<file path="config.mk">
export PLATFORM = sky130hd
export DESIGN_NAME = gate_tester_3in
export DESIGN_NICKNAME = d
export VERILOG_FILES = /design/src/rtl/gate_tester_3in.sv
export SDC_FILE = /design/constraint.sdc
export NUM_CORES = 1
export LEC_CHECK = 0
export ABC_CLOCK_PERIOD_IN_PS = 2200
export CAP_MARGIN = 20
export CORE_MARGIN = 4
export CORE_UTILIZATION = 52
export CTS_CLUSTER_SIZE = 10
export DETAILED_ROUTE_END_ITERATION = 8
export PLACE_DENSITY_LB_ADDON = 0.05
export RECOVER_POWER = 25
export SYNTH_ARGS = -nofsm -noshare
export SYNTH_HDL_FRONTEND = slang
export SYNTH_SLANG_ARGS = --single-unit
</file>
<file path="constraint.sdc">
create_clock -name clk -period 2.2 [get_ports clk]
set_input_delay 0.55 -clock clk [delete_from_list [all_inputs] [get_ports clk]]
set_output_delay 0.55 -clock clk [all_outputs]
set_load 0.05 [all_outputs]
</file>
<file path="src/rtl/gate_tester_3in.sv">
// Walks a 3-input gate through all 8 vectors, samples after SETTLE_CYCLES, checks against TRUTH_TABLE.
// One run takes 8*(SETTLE_CYCLES+1)+1 cycles after start; start is ignored while busy.
module gate_tester_3in #(
   parameter logic [7:0]  TRUTH_TABLE   = 8'h80,
   parameter int unsigned SETTLE_CYCLES = 2
) (
   input  logic       clk,
   input  logic       rst_n,
   input  logic       start,
   input  logic       o_dut,
   output logic       i0,
   output logic       i1,
   output logic       i2,
   output logic       busy,
   output logic       done,
   output logic       pass,
   output logic [7:0] fail_mask,
   output logic [3:0] err_count
);

   typedef enum logic [1:0] {IDLE, SETTLE, SAMPLE, REPORT} state_t;

   localparam logic [3:0] CNT_LAST = 4'(SETTLE_CYCLES - 1);

   state_t     state_q;
   logic [2:0] vec_q;
   logic [3:0] cnt_q;
   logic [2:0] drive_q;
   logic       busy_q;
   logic       done_q;
   logic       pass_q;
   logic [7:0] fail_mask_q;
   logic [3:0] err_count_q;
   logic       mismatch;

   assign mismatch = o_dut ^ TRUTH_TABLE[vec_q];

   always_ff @(posedge clk or negedge rst_n) begin
      if (!rst_n) begin
         state_q     <= IDLE;
         vec_q       <= 3'd0;
         cnt_q       <= 4'd0;
         drive_q     <= 3'd0;
         busy_q      <= 1'b0;
         done_q      <= 1'b0;
         pass_q      <= 1'b0;
         fail_mask_q <= 8'h00;
         err_count_q <= 4'd0;
      end else begin
         done_q <= 1'b0;
         case (state_q)
            IDLE: begin
               if (start) begin
                  state_q     <= SETTLE;
                  vec_q       <= 3'd0;
                  cnt_q       <= 4'd0;
                  drive_q     <= 3'd0;
                  busy_q      <= 1'b1;
                  pass_q      <= 1'b0;
                  fail_mask_q <= 8'h00;
                  err_count_q <= 4'd0;
               end
            end
            SETTLE: begin
               if (cnt_q == CNT_LAST) begin
                  state_q <= SAMPLE;
                  cnt_q   <= 4'd0;
               end else begin
                  cnt_q <= cnt_q + 4'd1;
               end
            end
            SAMPLE: begin
               if (mismatch) begin
                  fail_mask_q[vec_q] <= 1'b1;
                  err_count_q        <= err_count_q + 4'd1;
               end
               if (vec_q != 3'd7) begin
                  state_q <= SETTLE;
                  vec_q   <= vec_q + 3'd1;
                  drive_q <= vec_q + 3'd1;
               end else begin
                  state_q <= REPORT;
                  drive_q <= 3'd0;
                  done_q  <= 1'b1;
               end
            end
            REPORT: begin
               // err_count already includes any vector-7 mismatch from the previous cycle
               state_q <= IDLE;
               busy_q  <= 1'b0;
               pass_q  <= (err_count_q == 4'd0);
            end
            default: state_q <= IDLE;
         endcase
      end
   end

   assign i0        = drive_q[0];
   assign i1        = drive_q[1];
   assign i2        = drive_q[2];
   assign busy      = busy_q;
   assign done      = done_q;
   assign pass      = pass_q;
   assign fail_mask = fail_mask_q;
   assign err_count = err_count_q;

endmodule

</file>
# Word-level counts from Yosys, hierarchy flattened
# Memories as Yosys holds them, arrays and structs flattened.
# Cells that the tools add are included.
# word_totals
mem_bits_rw	0
latchBits	0
elab_cells	64
ff_bits	27
rom_bits	8
out_inout_bits	18
inputBits	4
n_memories	1
# mem_list
memory	words	width	read_ports	rd_ports_with_merged_regs	write_ports	line	source
(no name shown)	8	1	1	0	0	36	assign mismatch = o_dut ^ TRUTH_TABLE[vec_q];
# classes
shift	0
n_eq_ne	9
bitwise	2
n_mul	0
n_lt_le_gt_ge	2
addsub	3
reduce_logical	12
div_mod_pow	0
mux	26
# ops
cell	count
$mux 8	2
$pmux 4 s2	2
$pmux 8 s2	1
$mux 4	3
$pmux 3 s2	2
$mux 3	3
$add 4x1->4 const B	2
$ne 2x2->1 const B	4
$or 8x8->8	1
$pmux 2 s4	1
$reduce_and 2->1	4
$mux 1	6
$mux 2	3
$reduce_and 3->1	2
$reduce_bool 2->1	3
$eq 2x2->1 const B	2
$eq 4x1->1 const B	1
$logic_not 4->1	1
$lt 3x4->1 const B	1
$pmux 1 s2	2
$add 3x1->3 const B	1
$demux 1 s3	1
$ge 3x1->1 const B	1
$ne 3x3->1 const B	1
4 further kinds	4

# Longest topological paths before layout
# Gate-level depths: netlist of the first run.
# depth
word_depth	7
mapped_depth	6
depth_no_buf	5

# Worst setup path before layout of the first run
# Ideal clock, no wire load.
# synth_timing
kind	register to register
from	register vec_q[0]
to	register fail_mask_q[0] (netlist: fail_mask[0])
setup_time_ns	0.067
required_ns	2.133
period_less_slack_ns	1.756
n_path_buf	1
stages_incl_launch_ff	7
slack_ns	0.444
arrival_time_ns	1.689
path_cell_list	dfrtp_1 -> ha_1 -> ha_1 -> buf_6 -> xnor2_4 -> a2111oi_4 -> a22o_1
# synth_between
elab_chain_cells	7
word_cells_on_any_way	13
classes_between	2 x order compare; 1 x eq/ne; 5 x mux; 2 x bitwise; 2 x reduce/logical; 1 x memory
# synth_rtl
item	line	source
start: declaration	26	logic [2:0] vec_q;
start signal: assignment	79	vec_q <= vec_q + 3'd1;
$lt 3x4->1 (not written as such) or $ge 3x1->1 (tied branches)	74	fail_mask_q[vec_q] <= 1'b1;
$logic_and 1x1->1 (not written as such)	74	
$mux 1 (not written as such)	74	
$demux 1 s3	74	
$or 8x8->8 (no line)	--	
$mux 8	73	if (mismatch) begin
$pmux 8 s2	51	case (state_q)
end signal: assignment	47	fail_mask_q <= 8'h00;
end signal: assignment	60	fail_mask_q <= 8'h00;
end signal: indexed assignment	74	
end: declaration	32	logic [7:0] fail_mask_q;
# Parallel ways exist; a longest one is shown, timed or not. The select of a mux whose other input is x is not followed.
# A chain may end at the register's enable or synchronous reset.

# Worst setup path after layout of the first run
# layout_timing
from	register err_count_q[3] (netlist: err_count[3])
to	output err_count[3]
# layout_rtl
item	line	source
start: declaration	33	logic [3:0] err_count_q;
start signal: assignment	75	err_count_q <= err_count_q + 4'd1;
end: declaration	18	output logic [3:0] err_count
# No word-level cell between the ends.

==> results of run 1 <==
power by group through the flow:
stage | sequential [uW] | clock, uW | combinational, uW
floorplan | 1080 | 0 | 538
finish | 793 | 216 | 1150
global placement | 795 | 0 | 1130
detailed placement | 805 | 0 | 1160
CTS | 793 | 224 | 1160
global route | 819 | 248 | 1240
sequential cells by signal (all words and copies together) (netlist names):
signal     cells
fail_mask      8
busy           1
done           1
drive_q        3
err_count      4
cnt_q          4
pass           1
vec_q          3
state_q        2
per-stage QoR:
| step | power (uW) | hold slack [ps] | setup slack [ps] | area (um^2) | std cells |
|---|---|---|---|---|---|
| 2_1_floorplan | 1614 | 254.4 | 444.2 | 1359 | 117 |
| 3_5_place_dp | 1964 | 475.4 | 159.1 | 1622 | 169 |
| 6_report | 2160 | 500.3 | 97.14 | 1653 | 173 |
| 4_1_cts | 2178 | 508.8 | 1.747 | 1649 | 173 |
| 3_3_place_gp | 1924 | 472.9 | 181.9 | 1622 | 169 |
| 5_1_grt | 2309 | 532.3 | 25.35 | 1653 | 173 |
path summary, 6_finish.rpt:
kind / start / to / slack (ps) / depth (start not counted)
setup / recovery: err_count[3] / err_count[3] / 100 / 1
hold reg to reg: drive_q[0] / drive_q[0] / 500 / 2
min in group asynchronous: rst_n / drive_q[1] / 1000 / 2
hold / removal: drive_q[0] / drive_q[0] / 500 / 2
max in group asynchronous: rst_n / vec_q[2] / 380 / 2
setup reg to reg: vec_q[0] / fail_mask[6] / 270 / 5
routing by layer:
layer	up-vias	share of wire	GRT usage	routed length (um)
met4	0	0.017	0.07443	44
met5	-	0	0	0
met3	4	0.032	0.01961	84
met1	488	0.47	0.2249	1225
li1	477	-	-	-
met2	15	0.48	0.2650	1267
synth_stat cells, drive strengths merged:
| cell type | instances | share of area |
|---|---|---|
| or3b | 2 | 0.013 |
| inv | 7 | 0.019 |
| o41ai | 1 | 0.0064 |
| xnor2 | 1 | 0.020 |
| or2 | 1 | 0.0046 |
| nor3 | 1 | 0.0037 |
| nor2b | 2 | 0.0092 |
| o21bai | 3 | 0.019 |
| ha | 6 | 0.055 |
| a2111oi | 2 | 0.041 |
| and3 | 1 | 0.0046 |
| and3b | 2 | 0.013 |
| mux2 | 2 | 0.017 |
| buf | 4 | 0.019 |
| a32o | 1 | 0.0074 |
| a311oi | 1 | 0.0064 |
| o31ai | 1 | 0.0055 |
| nor2 | 5 | 0.014 |
| clkbuf | 1 | 0.0028 |
| o21ai | 3 | 0.011 |
| mux2i | 2 | 0.015 |
| a21boi | 1 | 0.0055 |
| nand3 | 4 | 0.015 |
| a22o | 15 | 0.097 |
| nand2b | 3 | 0.014 |
| a21oi | 2 | 0.0074 |
| dfrtp | 27 | 0.50 |
| nand2 | 11 | 0.030 |
| a21o | 1 | 0.0055 |
| o211ai | 2 | 0.011 |
| nor3b | 2 | 0.011 |
cell type report:
cell class / instances / area (um^2) / share of cell area
Clock inverter: 1 / 5.005 / 0.003028
Inverter: 7 / 26.28 / 0.01590
Clock buffer: 3 / 22.52 / 0.01363
Tap cell: 30 / 37.54 / 0.02271
Timing Repair Buffer: 27 / 259.0 / 0.1567
Sequential cell: 27 / 675.6 / 0.4088
Multi-Input combinational cell: 78 / 626.9 / 0.3793
timing repair:
| action | in CTS | in global routing |
|---|---|---|
| resized for setup | 0 | 3 |
| hold endpoints to repair | 0 | 0 |
| endpoints found under the setup margin | 0 | 3 |
logic make-up (layout without fill, tap and decap cells):
logic type / Yosys count / after routing / synth area share
AND/OR/NAND/NOR: 34 / 34 / 0.1317
AO/OA/AOI/OAI: 33 / 33 / 0.2228
flip-flops: 27 / 27 / 0.4972
buffers and inverters: 12 / 38 / 0.04143
adder cells (fa/ha/maj): 6 / 6 / 0.05525
multiplexers: 4 / 4 / 0.03131
XOR/XNOR: 1 / 1 / 0.02026
==> flow_metrics.py, run 1 <==
metrics = {
    "power": {
        "p_int_uw": 1163,
        "p_sw_frac": 0.4614,
        "power_frac_comb": 0.533,
        "clock_power_share": 0.100,
        "irDropWorstVdd_uv": 998.0,
        "powerDensity_nw_per_um2": 1307,
        "p_leak_uw": 0.0007893,
        "p_switching_uw": 996.8,
        "seqPwrFrac": 0.367,
    },
    "sta": {
        "finalHoldViolCount": 0,
        "period_share": 0.9558,
        "worstMarginPinSlew_ps": 1421,
        "period_minus_slack_ps": 2103,
        "setup-tns-final_ps": 0,
        "grt_setup_unrepaired": "false",
        "maxSlewHeadroom": 0.05256,
        "skew_ps": 4.869,
        "max_freq_ghz": 0.4755,
        "setup_viol": 0,
        "slew_viol_final": 0,
    },
    "worst_setup_path": {
        "end_kind": "output pin",
        "cp_num_buf_inv": 1,
        "crit_path_top_delay_cell": "clkdlybuf4s50_1",
        "required_ps": 1650,
        "startpoint_type": "register",
        "path_cells": "clkdlybuf4s50_1",
        "slowest_delay_ps": 820,
        "crit_family": "buffers and inverters",
        "critPathKind": "register to output pin",
        "worstPathMaxFanout": 4,
        "cp.arrival_ps": 1550,
    },
    "layout": {
        "fin_nets": 154,
        "final_cell_mix": "27 x dfrtp_1, 18 x clkdlybuf4s50_1, 15 x a22o_1",
        "final_common_cell": "dfrtp_1",
        "drive_gt1_frac": 0.1119,
        "n_antenna_cell": 0,
        "final_util": 0.6672,
        "fill_cells": 219,
        "area_growth_syn_to_layout_pct": 21.64,
    },
    "grt": {
        "antenna_found_initial": 0,
        "grt_pass1_wl_um": 4340,
        "grt_usage": 0.1655,
        "grt-ovfl-total": 0,
        "grt_pass1_vias": 962,
        "grt_start_max_net_pins": 28,
    },
    "synthesis": {
        "yosysUniqueCellTypes": 34,
        "yosysWarnings": 0,
        "synthCells": 117,
        "synth_nets": 127,
        "syn_avg_cell_area_um2": 11.61,
        "netlist_area_um2": 1359,
        "yosys_register_bits": 27,
        "seq_area_frac_synth": 0.4972,
    },
    "cts": {
        "clk_pin_slew_worst_paths_ps": 150,
        "insertion_delay_ps": 320,
        "clock-sinks": 27,
        "ctsRootBufferMaster": "clkbuf_4",
        "cts_setup_buffers": 0,
        "postCtsHoldBufs": 0,
        "cts_tree": "done",
        "cts_buffer_depth": 2,
        "numCtsBuffers": 3,
        "h-tree-depth": 1,
    },
    "detailed_routing": {
        "drc_errors": 0,
        "ant_nets": 0,
        "drt_iter0_drc": 26,
        "wirelength_um": 2621,
        "firstDrtPassIters": 4,
        "via_count": 984,
        "wire_per_inst_um": 15.15,
        "routed_via_density": 5.688,
    },
    "die": {
        "initial_utilization": 0.5485,
        "die_area_um2": 3495,
        "dieWidth_um": 59.12,
        "ios": 22,
        "dieHeight_um": 59.12,
        "rows": 18,
        "core-area_um2": 2477,
    },
    "placed_design": {
        "dp_hpwl_um": 2005,
        "globalplace.congestion": 0.7652,
        "port_buffers": 21,
    },
    "hold_path": {
        "hold_path.class": "register to register",
    },
    "job": {
        "cap_viol_max_count": 0,
    },
    "run_status": {
        "status": "complete, no violations",
    },
}
Power figures use the tool's default switching activity.
==> inputs of run 2 (changes only) <==
--- a/config.mk
+++ b/config.mk
@@ -13,6 +13,7 @@
 export DETAILED_ROUTE_END_ITERATION = 8
 export PLACE_DENSITY_LB_ADDON = 0.05
 export RECOVER_POWER = 25
+export REMOVE_ABC_BUFFERS = 1
 export SYNTH_ARGS = -nofsm -noshare
 export SYNTH_HDL_FRONTEND = slang
 export SYNTH_SLANG_ARGS = --single-unit
==> run 2 against run 1 <==
  * First-iteration DRC count fell by 3.8%
  * Total power fell by 1.1%
  * Wire length fell by 2.2%
  * Sequential cell count did not move
  * Die area did not move
  * Sequential power rose by 3.7%
  * Combinational power fell by 3%
  * Count of clock-buffer cells in the layout rose by 1
  * Global-route usage rose by 0.93 points
  * Design area fell by 0.15%
  * Via count fell by 2.7%
  * Core utilization fell by 0.10 points
  * Critical path type unchanged
  * Largest power group unchanged
==> flow_metrics.py, run 2 (synthesis results as in run 1) <==
metrics = {
    "grt": {
        "grt_start_max_net_pins": 28,
        "antenna_found_initial": 0,
        "grt-ovfl-total": 0,
        "grt_pass1_vias": 1027,
        "grt_pass1_wl_um": 4678,
        "grt_usage": 0.1749,
    },
    "run_status": {
        "status": "complete, no violations",
    },
    "cts": {
        "cts_buffer_depth": 2,
        "postCtsHoldBufs": 0,
        "ctsResizeCount": 0,
        "h-tree-depth": 1,
        "cts_tree": "done",
        "numCtsBuffers": 3,
        "ctsRootBufferMaster": "clkbuf_4",
        "clock-sinks": 27,
        "cts_setup_buffers": 0,
        "clk_pin_slew_worst_paths_ps": 140,
        "insertion_delay_ps": 320,
    },
    "placed_design": {
        "preCtsSetupSlack_ps": 122.4,
        "dp_hpwl_um": 1961,
        "globalplace.congestion": 0.6991,
        "port_buffers": 21,
    },
    "sta": {
        "setup_viol": 0,
        "setup-tns-final_ps": 0,
        "slew_viol_final": 0,
        "skew_ps": 6.080,
        "period_share": 0.9649,
        "grt_setup_unrepaired": "false",
        "whs_ps": 503.4,
        "period_minus_slack_ps": 2123,
        "maxSlewHeadroom": 0.5494,
        "max_freq_ghz": 0.4711,
        "worst_slack_ps": 77.22,
        "finalHoldViolCount": 0,
        "worstMarginPinSlew_ps": 675.9,
    },
    "worst_setup_path": {
        "path_cells": "clkdlybuf4s50_1",
        "slowest_delay_ps": 820,
        "rrSetupSlack_ps": 280,
        "required_ps": 1650,
        "crit_family": "buffers and inverters",
        "r2r_start": "vec_q[0]",
        "startpoint_type": "register",
        "startpoint": "err_count[2]",
        "critPathKind": "register to output pin",
        "cp.arrival_ps": 1570,
        "worstPathMaxFanout": 5,
        "cp_num_buf_inv": 1,
        "end_kind": "output pin",
        "crit_path_top_delay_cell": "clkdlybuf4s50_1",
    },
    "power": {
        "p_switching_uw": 972.4,
        "power_frac_comb": 0.518,
        "p_sw_frac": 0.4552,
        "power_uw": 2136,
        "p_int_uw": 1164,
        "seqPwrFrac": 0.385,
        "clock_power_share": 0.098,
        "irDropWorstVdd_uv": 925.7,
        "powerDensity_nw_per_um2": 1294,
        "p_leak_uw": 0.0007712,
    },
    "die": {
        "initial_utilization": 0.5485,
        "ios": 22,
        "dieWidth_um": 59.12,
        "rows": 18,
        "dieHeight_um": 59.12,
        "die_area_um2": 3495,
        "core-area_um2": 2477,
    },
    "detailed_routing": {
        "wirelength_um": 2563,
        "ant_nets": 0,
        "drt_iter0_drc": 25,
        "routed_via_density": 5.532,
        "wire_per_inst_um": 14.82,
        "firstDrtPassIters": 4,
        "via_count": 957,
        "drc_errors": 0,
    },
    "job": {
        "cap_viol_max_count": 0,
    },
    "layout": {
        "area_growth_syn_to_layout_pct": 21.45,
        "n_antenna_cell": 0,
        "drive_gt1_frac": 0.1119,
        "fill_cells": 206,
        "final_cell_mix": "27 x dfrtp_1, 18 x clkdlybuf4s50_1, 15 x a22o_1",
        "fin_nets": 154,
        "largest_register_ffs": 8,
        "final_common_cell": "dfrtp_1",
    },
    "hold_path": {
        "hold_path.class": "register to register",
        "min-delay-start": "drive_q[0]",
    },
}
[run 2: stage by stage]
step | instance area, um^2 | util | std cells
after floorplan | 1329 | - | 112
after global placement | 1622 | 0.6545 | 169
after detailed placement | 1622 | 0.6545 | 169
after CTS | 1648 | 0.6652 | 173
after global routing | 1650 | 0.6662 | 173
final | 1650 | 0.6662 | 173
[run 2: power groups by stage]
stage                     Clock, uW  Combinational, uW  Sequential, uW
after floorplan                   0                469            1120
after global placement            0               1090             824
after detailed placement          0               1120             837
after CTS                       220               1120             825
after global routing            241               1230             855
final                           208               1110             822
[run 2: final cells by class]
cell class	count	area, um^2	share of cell area
clock buffers	4	26.28	0.01592
inverters	7	26.28	0.01592
multi-input cells	78	626.9	0.3798
flip-flops and latches	27	675.6	0.4094
well taps	30	37.54	0.02274
repair buffers	27	257.7	0.1562
[run 2: final timing paths]
path,cells after the start,end
max in group asynchronous,2,done
min in group asynchronous,2,fail_mask[3]
hold / removal,2,drive_q[0]
setup / recovery,1,err_count[2]
setup reg to reg,5,fail_mask[6]
hold reg to reg,2,drive_q[0]
[run 2: routing by layer]
layer  GRT usage  vias to the layer above  wire, um
li1            -                      475         -
met1      0.2297                      467      1098
met2      0.3028                       13      1357
met3     0.02179                        2        95
met4     0.04854                        0        11
met5           0                        -         0
[run 2: tightest hold or removal path, cell delays in order (launching register included)]
cell	delay (ps)
dfrtp_1	370
nand2_1	50
o31ai_1	50
